## src/rtl/decode_stage_pkg.sv

```systemverilog
// Shared decode constants: RV32I opcode/funct encodings, the immediate-format enum
// and the encoding legality check used by decode_stage.
package decode_stage_pkg;

  localparam logic [6:0] OPC_LUI    = 7'b0110111;
  localparam logic [6:0] OPC_AUIPC  = 7'b0010111;
  localparam logic [6:0] OPC_JAL    = 7'b1101111;
  localparam logic [6:0] OPC_JALR   = 7'b1100111;
  localparam logic [6:0] OPC_BRANCH = 7'b1100011;
  localparam logic [6:0] OPC_LOAD   = 7'b0000011;
  localparam logic [6:0] OPC_STORE  = 7'b0100011;
  localparam logic [6:0] OPC_OPIMM  = 7'b0010011;
  localparam logic [6:0] OPC_OP     = 7'b0110011;

  localparam logic [2:0] F3_ADD  = 3'b000;
  localparam logic [2:0] F3_JALR = 3'b000;
  localparam logic [2:0] F3_SLL  = 3'b001;
  localparam logic [2:0] F3_SR   = 3'b101;

  localparam logic [6:0] F7_BASE = 7'b0000000;
  localparam logic [6:0] F7_ALT  = 7'b0100000;

  typedef enum logic [2:0] {
    FMT_R,
    FMT_I,
    FMT_S,
    FMT_B,
    FMT_U,
    FMT_J
  } imm_fmt_t;

  // True when opcode/funct3/funct7 form a defined RV32I base encoding.
  function automatic logic enc_legal(input logic [6:0] opc, input logic [2:0] f3,
                                     input logic [6:0] f7);
    enc_legal = 1'b0;
    case (opc)
      OPC_LUI, OPC_AUIPC, OPC_JAL: enc_legal = 1'b1;
      OPC_JALR:   enc_legal = (f3 == F3_JALR);
      OPC_BRANCH: enc_legal = (f3 != 3'b010) && (f3 != 3'b011);
      OPC_LOAD:   enc_legal = (f3 != 3'b011) && (f3 != 3'b110) && (f3 != 3'b111);
      OPC_STORE:  enc_legal = (f3 <= 3'b010);
      OPC_OPIMM: begin
        if (f3 == F3_SLL)     enc_legal = (f7 == F7_BASE);
        else if (f3 == F3_SR) enc_legal = (f7 == F7_BASE) || (f7 == F7_ALT);
        else                  enc_legal = 1'b1;
      end
      OPC_OP: enc_legal = (f7 == F7_BASE) ||
                          ((f7 == F7_ALT) && ((f3 == F3_ADD) || (f3 == F3_SR)));
      default: enc_legal = 1'b0;
    endcase
  endfunction

endpackage

```

## src/rtl/decode_stage_imm_gen.sv

```systemverilog
// RV32I immediate extraction for a given format, sign-extended to XLEN.
module imm_gen
  import decode_stage_pkg::*;
#(
  parameter int XLEN = 32
) (
  input  logic [31:0]     i_inst,
  input  imm_fmt_t        i_fmt,
  output logic [XLEN-1:0] o_imm
);

  logic signed [31:0] w_imm32;
  logic               w_unused_opcode;

  assign w_unused_opcode = ^i_inst[6:0];

  always_comb begin
    w_imm32 = '0;
    case (i_fmt)
      FMT_I: w_imm32 = {{20{i_inst[31]}}, i_inst[31:20]};
      FMT_S: w_imm32 = {{20{i_inst[31]}}, i_inst[31:25], i_inst[11:7]};
      FMT_B: w_imm32 = {{19{i_inst[31]}}, i_inst[31], i_inst[7], i_inst[30:25],
                        i_inst[11:8], 1'b0};
      FMT_U: w_imm32 = {i_inst[31:12], 12'b0};
      FMT_J: w_imm32 = {{11{i_inst[31]}}, i_inst[31], i_inst[19:12], i_inst[20],
                        i_inst[30:21], 1'b0};
      default: w_imm32 = '0;
    endcase
  end

  // Signed source, so the size cast sign-extends.
  assign o_imm = XLEN'(w_imm32);

endmodule

```

## src/rtl/decode_stage.sv

```systemverilog
// Decode stage: field/immediate decode, operand bypass, load-use stall, registered output.
// Optional ID_ILLEGAL_TRAP_EN adds the out_illegal flag for undefined encodings.
module decode_stage
  import decode_stage_pkg::*;
#(
  parameter int XLEN    = 32,
  parameter int NUM_FWD = 2
) (
  input  logic                    clk,
  input  logic                    rst,
  input  logic                    in_valid,
  output logic                    in_ready,
  input  logic [XLEN-1:0]         in_pc,
  input  logic [31:0]             in_inst,
  output logic [4:0]              rs1_addr,
  output logic [4:0]              rs2_addr,
  input  logic [XLEN-1:0]         rs1_data,
  input  logic [XLEN-1:0]         rs2_data,
  input  logic [NUM_FWD-1:0]      fwd_valid,
  input  logic [5*NUM_FWD-1:0]    fwd_addr,
  input  logic [XLEN*NUM_FWD-1:0] fwd_data,
  input  logic                    flush,
  output logic                    out_valid,
  input  logic                    out_ready,
  output logic [XLEN-1:0]         out_pc,
  output logic [XLEN-1:0]         out_op1,
  output logic [XLEN-1:0]         out_op2,
  output logic [XLEN-1:0]         out_imm,
  output logic [XLEN-1:0]         out_link,
  output logic [6:0]              out_opcode,
  output logic [2:0]              out_funct3,
  output logic [6:0]              out_funct7,
  output logic [4:0]              out_rd,
  output logic                    out_wreg,
  output logic                    out_is_load,
  output logic                    out_is_store,
`ifdef ID_ILLEGAL_TRAP_EN
  output logic                    out_illegal,
`endif
  output logic                    out_is_branch
);

  localparam logic [XLEN-1:0] PC_STEP = XLEN'(4);

  logic [6:0]      w_opcode;
  logic [2:0]      w_funct3;
  logic [6:0]      w_funct7;
  logic [4:0]      w_rd, w_rs1, w_rs2;
  imm_fmt_t        w_fmt;
  logic            w_writes, w_use_rs1, w_use_rs2, w_legal;
  logic [XLEN-1:0] w_imm, w_rs1_val, w_rs2_val, w_op1, w_op2, w_link;
  logic [NUM_FWD-1:0] w_hit1, w_hit2;
  logic            w_hazard, w_capture;

  logic            r_valid, r_wreg, r_is_load, r_is_store, r_is_branch;
  logic [XLEN-1:0] r_pc, r_op1, r_op2, r_imm, r_link;
  logic [6:0]      r_opcode, r_funct7;
  logic [2:0]      r_funct3;
  logic [4:0]      r_rd;
  logic            r_lp_valid;
  logic [4:0]      r_lp_rd;
`ifdef ID_ILLEGAL_TRAP_EN
  logic            r_illegal;
`endif

  assign w_opcode = in_inst[6:0];
  assign w_rd     = in_inst[11:7];
  assign w_funct3 = in_inst[14:12];
  assign w_rs1    = in_inst[19:15];
  assign w_rs2    = in_inst[24:20];
  assign w_funct7 = in_inst[31:25];
  assign rs1_addr = w_rs1;
  assign rs2_addr = w_rs2;
  assign w_legal  = enc_legal(w_opcode, w_funct3, w_funct7);

  always_comb begin
    w_fmt     = FMT_R;
    w_writes  = 1'b0;
    w_use_rs1 = 1'b0;
    w_use_rs2 = 1'b0;
    case (w_opcode)
      OPC_LUI, OPC_AUIPC: begin w_fmt = FMT_U; w_writes = 1'b1; end
      OPC_JAL:    begin w_fmt = FMT_J; w_writes = 1'b1; end
      OPC_JALR:   begin w_fmt = FMT_I; w_writes = 1'b1; w_use_rs1 = 1'b1; end
      OPC_BRANCH: begin w_fmt = FMT_B; w_use_rs1 = 1'b1; w_use_rs2 = 1'b1; end
      OPC_LOAD:   begin w_fmt = FMT_I; w_writes = 1'b1; w_use_rs1 = 1'b1; end
      OPC_STORE:  begin w_fmt = FMT_S; w_use_rs1 = 1'b1; w_use_rs2 = 1'b1; end
      OPC_OPIMM:  begin w_fmt = FMT_I; w_writes = 1'b1; w_use_rs1 = 1'b1; end
      OPC_OP:     begin w_fmt = FMT_R; w_writes = 1'b1; w_use_rs1 = 1'b1; w_use_rs2 = 1'b1; end
      default:    w_fmt = FMT_R;
    endcase
  end

  imm_gen #(.XLEN(XLEN)) u_imm_gen (
    .i_inst (in_inst),
    .i_fmt  (w_fmt),
    .o_imm  (w_imm)
  );

  genvar gi;
  generate
    for (gi = 0; gi < NUM_FWD; gi++) begin : g_fwd_hit
      assign w_hit1[gi] = fwd_valid[gi] && (fwd_addr[gi*5 +: 5] == w_rs1);
      assign w_hit2[gi] = fwd_valid[gi] && (fwd_addr[gi*5 +: 5] == w_rs2);
    end
  endgenerate

  // Scan from the oldest source down so the youngest matching entry wins.
  always_comb begin
    w_rs1_val = rs1_data;
    w_rs2_val = rs2_data;
    for (int i = NUM_FWD - 1; i >= 0; i--) begin
      if (w_hit1[i]) w_rs1_val = fwd_data[i*XLEN +: XLEN];
      if (w_hit2[i]) w_rs2_val = fwd_data[i*XLEN +: XLEN];
    end
    if (w_rs1 == 5'd0) w_rs1_val = '0;
    if (w_rs2 == 5'd0) w_rs2_val = '0;
  end

  always_comb begin
    w_op1 = w_rs1_val;
    if (w_opcode == OPC_LUI)                              w_op1 = '0;
    else if ((w_opcode == OPC_AUIPC) || (w_opcode == OPC_JAL)) w_op1 = in_pc;
    w_op2  = w_use_rs2 ? w_rs2_val : w_imm;
    w_link = ((w_opcode == OPC_JAL) || (w_opcode == OPC_JALR)) ? in_pc + PC_STEP : '0;
  end

  assign w_hazard  = r_lp_valid && ((w_use_rs1 && (w_rs1 == r_lp_rd)) ||
                                    (w_use_rs2 && (w_rs2 == r_lp_rd)));
  assign in_ready  = !flush && !w_hazard && (!r_valid || out_ready);
  assign w_capture = in_valid && in_ready;

  always_ff @(posedge clk) begin
    if (rst) begin
      r_valid     <= 1'b0;
      r_pc        <= '0;
      r_op1       <= '0;
      r_op2       <= '0;
      r_imm       <= '0;
      r_link      <= '0;
      r_opcode    <= '0;
      r_funct3    <= '0;
      r_funct7    <= '0;
      r_rd        <= '0;
      r_wreg      <= 1'b0;
      r_is_load   <= 1'b0;
      r_is_store  <= 1'b0;
      r_is_branch <= 1'b0;
      r_lp_valid  <= 1'b0;
      r_lp_rd     <= '0;
`ifdef ID_ILLEGAL_TRAP_EN
      r_illegal   <= 1'b0;
`endif
    end else begin
      r_lp_valid <= r_valid && out_ready && r_is_load && (r_rd != 5'd0) && !flush;
      r_lp_rd    <= r_rd;
      if (flush) begin
        r_valid <= 1'b0;
      end else if (w_capture) begin
        r_valid     <= 1'b1;
        r_pc        <= in_pc;
        r_op1       <= w_op1;
        r_op2       <= w_op2;
        r_imm       <= w_imm;
        r_link      <= w_link;
        r_opcode    <= w_opcode;
        r_funct3    <= w_funct3;
        r_funct7    <= w_funct7;
        r_rd        <= w_rd;
        r_wreg      <= w_legal && w_writes && (w_rd != 5'd0);
        r_is_load   <= w_legal && (w_opcode == OPC_LOAD);
        r_is_store  <= w_legal && (w_opcode == OPC_STORE);
        r_is_branch <= w_legal && (w_opcode == OPC_BRANCH);
`ifdef ID_ILLEGAL_TRAP_EN
        r_illegal   <= !w_legal;
`endif
      end else if (out_ready) begin
        r_valid <= 1'b0;
      end
    end
  end

  assign out_valid     = r_valid;
  assign out_pc        = r_pc;
  assign out_op1       = r_op1;
  assign out_op2       = r_op2;
  assign out_imm       = r_imm;
  assign out_link      = r_link;
  assign out_opcode    = r_opcode;
  assign out_funct3    = r_funct3;
  assign out_funct7    = r_funct7;
  assign out_rd        = r_rd;
  assign out_wreg      = r_wreg;
  assign out_is_load   = r_is_load;
  assign out_is_store  = r_is_store;
  assign out_is_branch = r_is_branch;
`ifdef ID_ILLEGAL_TRAP_EN
  assign out_illegal   = r_illegal;
`endif

endmodule

```

## config.mk

```make
export PLATFORM = sky130hd
export DESIGN_NAME = decode_stage
export DESIGN_NICKNAME = d
export VERILOG_FILES = /design/src/rtl/decode_stage_pkg.sv /design/src/rtl/decode_stage_imm_gen.sv /design/src/rtl/decode_stage.sv
export SDC_FILE = /design/constraint.sdc
export NUM_CORES = 1
export LEC_CHECK = 0
export BUFFER_PORTS_ARGS = -buffer_cell sky130_fd_sc_hd__buf_2
export CAP_MARGIN = 20
export CORE_AREA = 5 5 157 159
export CTS_BUF_LIST = sky130_fd_sc_hd__clkbuf_4 sky130_fd_sc_hd__clkbuf_8 sky130_fd_sc_hd__clkbuf_16
export CTS_CLUSTER_SIZE = 24
export DETAILED_ROUTE_END_ITERATION = 12
export DIE_AREA = 0 0 162 164
export HOLD_SLACK_MARGIN = 0.08
export PLACE_DENSITY_LB_ADDON = 0.1
export SLEW_MARGIN = 25
export SYNTH_ARGS = -nofsm -noshare
export SYNTH_HDL_FRONTEND = slang
export SYNTH_SLANG_ARGS = --single-unit
```

## constraint.sdc

```tcl
create_clock -name clk -period 5.2 [get_ports clk]
set_input_delay 0.52 -clock clk [delete_from_list [all_inputs] [get_ports clk]]
set_output_delay 0.52 -clock clk [all_outputs]
set_load 0.005 [all_outputs]
```

; ---- After elaboration in Yosys (flattened, before gate mapping)
; Cells that the tools add are included.
[word_totals]
ff_bits = 193
in_bits = 209
out_inout_bits = 198
word_cells = 114
[classes]
add_sub_neg = 1
order_cmp = 1
n_eq_ne = 27
mux = 20
n_bitwise = 1
n_reduce_logical = 48
[op_table]
columns = cell, n
row1 = $mux W32, 10
row2 = $pmux W32 S5, 1
row3 = $add A32 B3 Y32 const B, 1
row4 = $eq A5 B5 Y1, 6
row5 = $eq A7 B6 Y1 const B, 4
row6 = $logic_and A1 B1 Y1, 23
row7 = $eq A7 B7 Y1 const B, 3
row8 = $pmux W3 S5, 1
row9 = $eq A7 B5 Y1 const B, 2
row10 = $logic_not A5 Y1, 2
row11 = $reduce_bool A5 Y1, 2
row12 = $eq A3 B3 Y1 const B, 3
row13 = $reduce_or A3 Y1, 3
row14 = $eq A7 B2 Y1 const B, 1
row15 = $logic_not A7 Y1, 1
row16 = $logic_or A1 B1 Y1, 7
row17 = $mux W1, 7
row18 = $pmux W1 S7, 1
row19 = $reduce_or A7 Y1, 1
row20 = $eq A3 B1 Y1 const B, 2
row21 = $eq A3 B2 Y1 const B, 2
row22 = $ne A3 B2 Y1 const B, 2
row23 = $ne A3 B3 Y1 const B, 2
row24 = $reduce_or A6 Y1, 1
row25 = 7 further kinds, 10

; ---- Depth between registers and ports, before layout
[depth]
word_depth = 11
depth_mapped = 11
mapped_depth_nobuf = 7

; ---- Modules after synthesis
; From an unflattened synthesis, not the netlist that was laid out.
[hier_totals]
cells_unflattened = 1358
area_unflattened_um2 = 10915.5
[modules_own_cells]
columns = module, instances, cells_each, area_per_inst_um2, seq_area_each_um2
row1 = decode_stage, 1, 1288, 10383.7, 3863.7
row2 = imm_gen, 1, 70, 531.8, 0.0

; ---- Worst setup path after synthesis
; OpenSTA, ideal clock, no wires.
[synth_path]
path_type = input port to flip-flop
start = input in_inst[3]
end = register r_link[10], in the netlist out_link[10]
setup_ns = 0.070
t_arrival_ns = 2.264
required_time_ns = 5.130
slack_ns = 2.866
path_stages = 10
n_path_buf = 4
path_cell_list = buf_2 and4bb_1 nand3_1 nor4_4 or3_1 buf_2 buf_2 buf_2 nand2_1 a21oi_1
[synth_via]
elab_chain_cells = 11
elab_cells_between_ends = 22
cone_classes = 7 x eq/ne / 3 x mux / 12 x reduce/logical
[synth_rtl]
columns = item, line
row1 = "start, declared", decode_stage.sv:14  ; input logic [31:0] in_inst,
row2 = $eq A7 B7 Y1 (tied with other cells), "decode_stage.sv:81, decode_stage.sv:125"
row3 = $reduce_or A6 Y1 (no line) / $reduce_or A3 Y1 (equally long branches), --
row4 = $mux W1, decode_stage.sv:81  ; case (w_opcode)
row5 = "$logic_and A1 B1 Y1, on equally long branches", "decode_stage.sv:128, decode_stage.sv:129"
row6 = $logic_or A1 B1 Y1, decode_stage.sv:128  ; assign w_hazard = r_lp_valid && ((w_use_rs1 && (w_rs1 == r_lp_rd)) ||
row7 = $logic_and A1 B1 Y1, decode_stage.sv:128
row8 = $logic_not A1 Y1, decode_stage.sv:130  ; assign in_ready = !flush && !w_hazard && (!r_valid || out_ready);
row9 = $logic_and A1 B1 Y1 (2 in a row), decode_stage.sv:130
row10 = $logic_and A1 B1 Y1, decode_stage.sv:131  ; assign w_capture = in_valid && in_ready;
row11 = $reduce_and A2 Y1 (no line), --
row12 = "end signal, assigned", decode_stage.sv:165  ; r_link <= w_link;
row13 = "end, declared", decode_stage.sv:56  ; logic [XLEN-1:0] r_pc, r_op1, r_op2, r_imm, r_link;
; Parallel ways exist; a longest one is shown, timed or not.
; A chain may end at the register's enable or synchronous reset.

; ---- Final worst setup path
[layout_path]
start = input in_inst[2]
end = register r_link[2], in the netlist out_link[2]
; Same word-level chain as after synthesis.

==> out/metrics.yaml <==
place:
  gp_congestion: 0.988
  io_buffers: 406
  place_hpwl_mm: 33.5
  dp.cells: 1902
  dpl_cell_area_mm2: 0.0120
floorplan:
  fp.dieW_um: 162
  core_mm2: 0.0231
  die_area_mm2: 0.0266
  fp.dieH_um: 164
  pin_count: 407
  rows: 56
  start_util: 0.433
global_route:
  grt_pass1_wl_mm: 65.4
  grt_max_degree: 98
  gr-usage-all-layers: 0.321
  grt-ovfl-total: 0
  antenna_found_initial: 4
  grt_pass1_vias: 10700
synth:
  synth-xor-area-share: 0.0517
  synthCells: 1314
  synth_seq_cells: 193
  synth_edf_count: 0
  synth_mux_area_frac: 0.00338
  synth_adder_area_share: 0.00125
  yosys_warnings: 0
  ys.flop_type: "dfxtp_1"
  yosys.area_share.simple: 0.237
  synth_top_family_by_area: "compound AO/OA/AOI/OAI gates"
  synthDistinctLibCells: 60
  synth_compound_area_frac: 0.262
  yosysSeqAreaShare: 0.386
  synthArstFlopShare: 0
  avgSynthCellArea_um2: 7.61
  syn-cell-area_mm2: 0.0100
  synth_nets: 1524
clocking:
  cts_tree: "done"
  cts_resized: 0
  post_cts_buffers: 0
  insertion_delay_ns: 0.44
  cts_sinks: 193
  cts_buffers: 17
  hold_buffers: 0
  clock_path_buffers: 2
  clk_pin_slew_ns: 0.08
  clock_tree.root_cell: "clkbuf_16"
  htreeDepth: 4
drt:
  first_pass_iters: 5
  wirelength_mm: 44.6
  wire_per_inst_um: 23.0
  vias_per_cell: 5.84
  drt_iter0_markers: 964
  route.vias.total: 11300
  ant_nets: 0
  drc: 0
final_layout:
  syn2layout_area_growth_pct: 26.2
  final_cell_mix: "405 x buf_2, 243 x nand2_1, 193 x a21oi_1, 193 x dfxtp_1, 108 x nor2_1"
  fin_util: 0.546
  n_fill_cell: 2339
  finalNetCount: 1841
  final_common_cell: "buf_2"
  drive_gt1_frac: 0.291
  register_area_mm2: 0.00386
  multiInputGateArea_mm2: 0.00561
  layout.cells.non_filler: 1937
  final_cell_area_mm2: 0.0126
sta:
  worst_pin_slew_ns: 1.07
  final_hold_viol_count: 0
  fin_setup_tns_ns: 0
  max_freq_mhz: 351
  layout_min_cycle_time_ns: 2.85
  period_share: 0.547
  finalSetupViolCount: 0
  drv_slew: 0
  rsz0062_at_grt: "no"
  relSlewSlack: 0.290
  finalClockSkew_ns: 0.0118
pwr:
  peakVddDrop_mv: 0.189
  power_per_cell_area_mw_per_mm2: 271
  cellLeakagePower_nw: 5.59
worst_setup_path:
  ff2ff_setup_slack_ns: 2.41
  crit_path_end_kind: "register"
  worstPathArrival_ns: 3.12
  critPathMaxFanout: 81
  required_ns: 5.48
  r2r-start: "r_lp_rd[0]"
  start_kind: "primary input"
  reg2reg_depth: 7
  timing.rr.end: "out_op2[12]"
  critical_path_class: "in -> reg"
job:
  max_cap_viol_count: 0
hold_path:
  hold_path.class: "in -> reg"
  min_from: "flush"
  hold_depth: 2
  holdPathEnd: "out_valid"
run_status:
  status: "complete, no violations"
-- worst max-delay path by stage --
stage	from	endpoint	slack [ns]	depth (start not counted)
3_3_place_gp	in_inst[2]	out_link[2]	1.90	8
4_1_cts	in_inst[2]	out_link[2]	2.38	8
2_1_floorplan	in_inst[3]	out_link[10]	2.87	10
3_5_place_dp	in_inst[2]	out_link[2]	1.92	8
6_report	in_inst[2]	out_link[2]	2.35	8
5_1_grt	in_inst[2]	out_link[2]	2.22	8
-- registers in the layout, indices dropped and copies added, names as in the netlist --
signal	count
out_wreg	1
out_is_store	1
r_lp_valid	1
out_rd	5
out_op2	32
out_pc	32
out_is_load	1
out_opcode	7
out_imm	32
out_op1	32
out_valid	1
out_link	32
out_is_branch	1
r_lp_rd	5
out_funct7	7
out_funct3	3
-- per-layer routing --
layer,GRT usage,vias to the layer above,routed length [µm]
met5,0,-,21
met4,0.123,4,1700
met3,0.0883,96,4200
met2,0.529,581,21000
met1,0.402,5333,17700
li1,-,5290,-
-- critical path, stage by stage --
cell,delay [ns]
buf_2,0.17
and4bb_1,0.33
nand3_1,0.21
nor4_4,0.49
or3_4,0.79
buf_12,0.34
or3_1,0.16
a21oi_1,0.05
-- final cells by class --
type | instances | area share
flip-flops and latches | 193 | 0.306
clock buffers | 19 | 0.0354
diodes | 3 | 0.000595
multi-input cells | 991 | 0.445
repair buffers | 423 | 0.172
well taps | 290 | 0.0288
clock inverters | 13 | 0.0107
inverters | 5 | 0.00149
-- per-stage QoR --
stage | setup slack (ns) | hold WS [ns] | power, W
after global routing | 2.22 | 0.281 | 0.00354
after global placement | 1.90 | 0.432 | 0.00213
after floorplan | 2.87 | 0.448 | 0.00186
after detailed placement | 1.92 | 0.438 | 0.00213
final | 2.35 | 0.289 | 0.00342
after CTS | 2.38 | 0.263 | 0.00343
-- synthesized netlist by cell type (all sizes together) (6+ instances only) --
cell,instances,share of area
a21o,13,0.0098
xnor2,44,0.039
a21oi,193,0.097
o21ai,29,0.015
nand2,243,0.091
o2bb2ai,29,0.025
nor2,112,0.042
clkbuf,81,0.030
o211ai,24,0.018
and2,14,0.0088
nand3,60,0.030
a211o,11,0.0096
a221o,27,0.027
nor2b,15,0.0094
nor3,23,0.012
dfxtp,193,0.39
o21bai,7,0.0053
xor2,15,0.013
a22oi,7,0.0053
nor4,6,0.0053
nand4,15,0.0094
a211oi,33,0.025
buf,44,0.026
-- kinds of logic (layout without fill, tap and decap cells) --
logic type / after synthesis / in the layout
other: 0 / 3
XOR/XNOR: 59 / 59
adder cells (fa/ha/maj): 1 / 1
AO/OA/AOI/OAI: 402 / 402
multiplexers: 3 / 3
flip-flops: 193 / 193
AND/OR/NAND/NOR: 526 / 526
buffers and inverters: 130 / 460
-- where the power goes --
part           switching, W  leakage (nW)  total, W  internal [W]
registers         0.0000298          1.57   0.00156       0.00153
clock network      0.000657         0.284   0.00132      0.000659
logic              0.000337          3.73  0.000547      0.000210
Power figures use the tool's default switching activity.
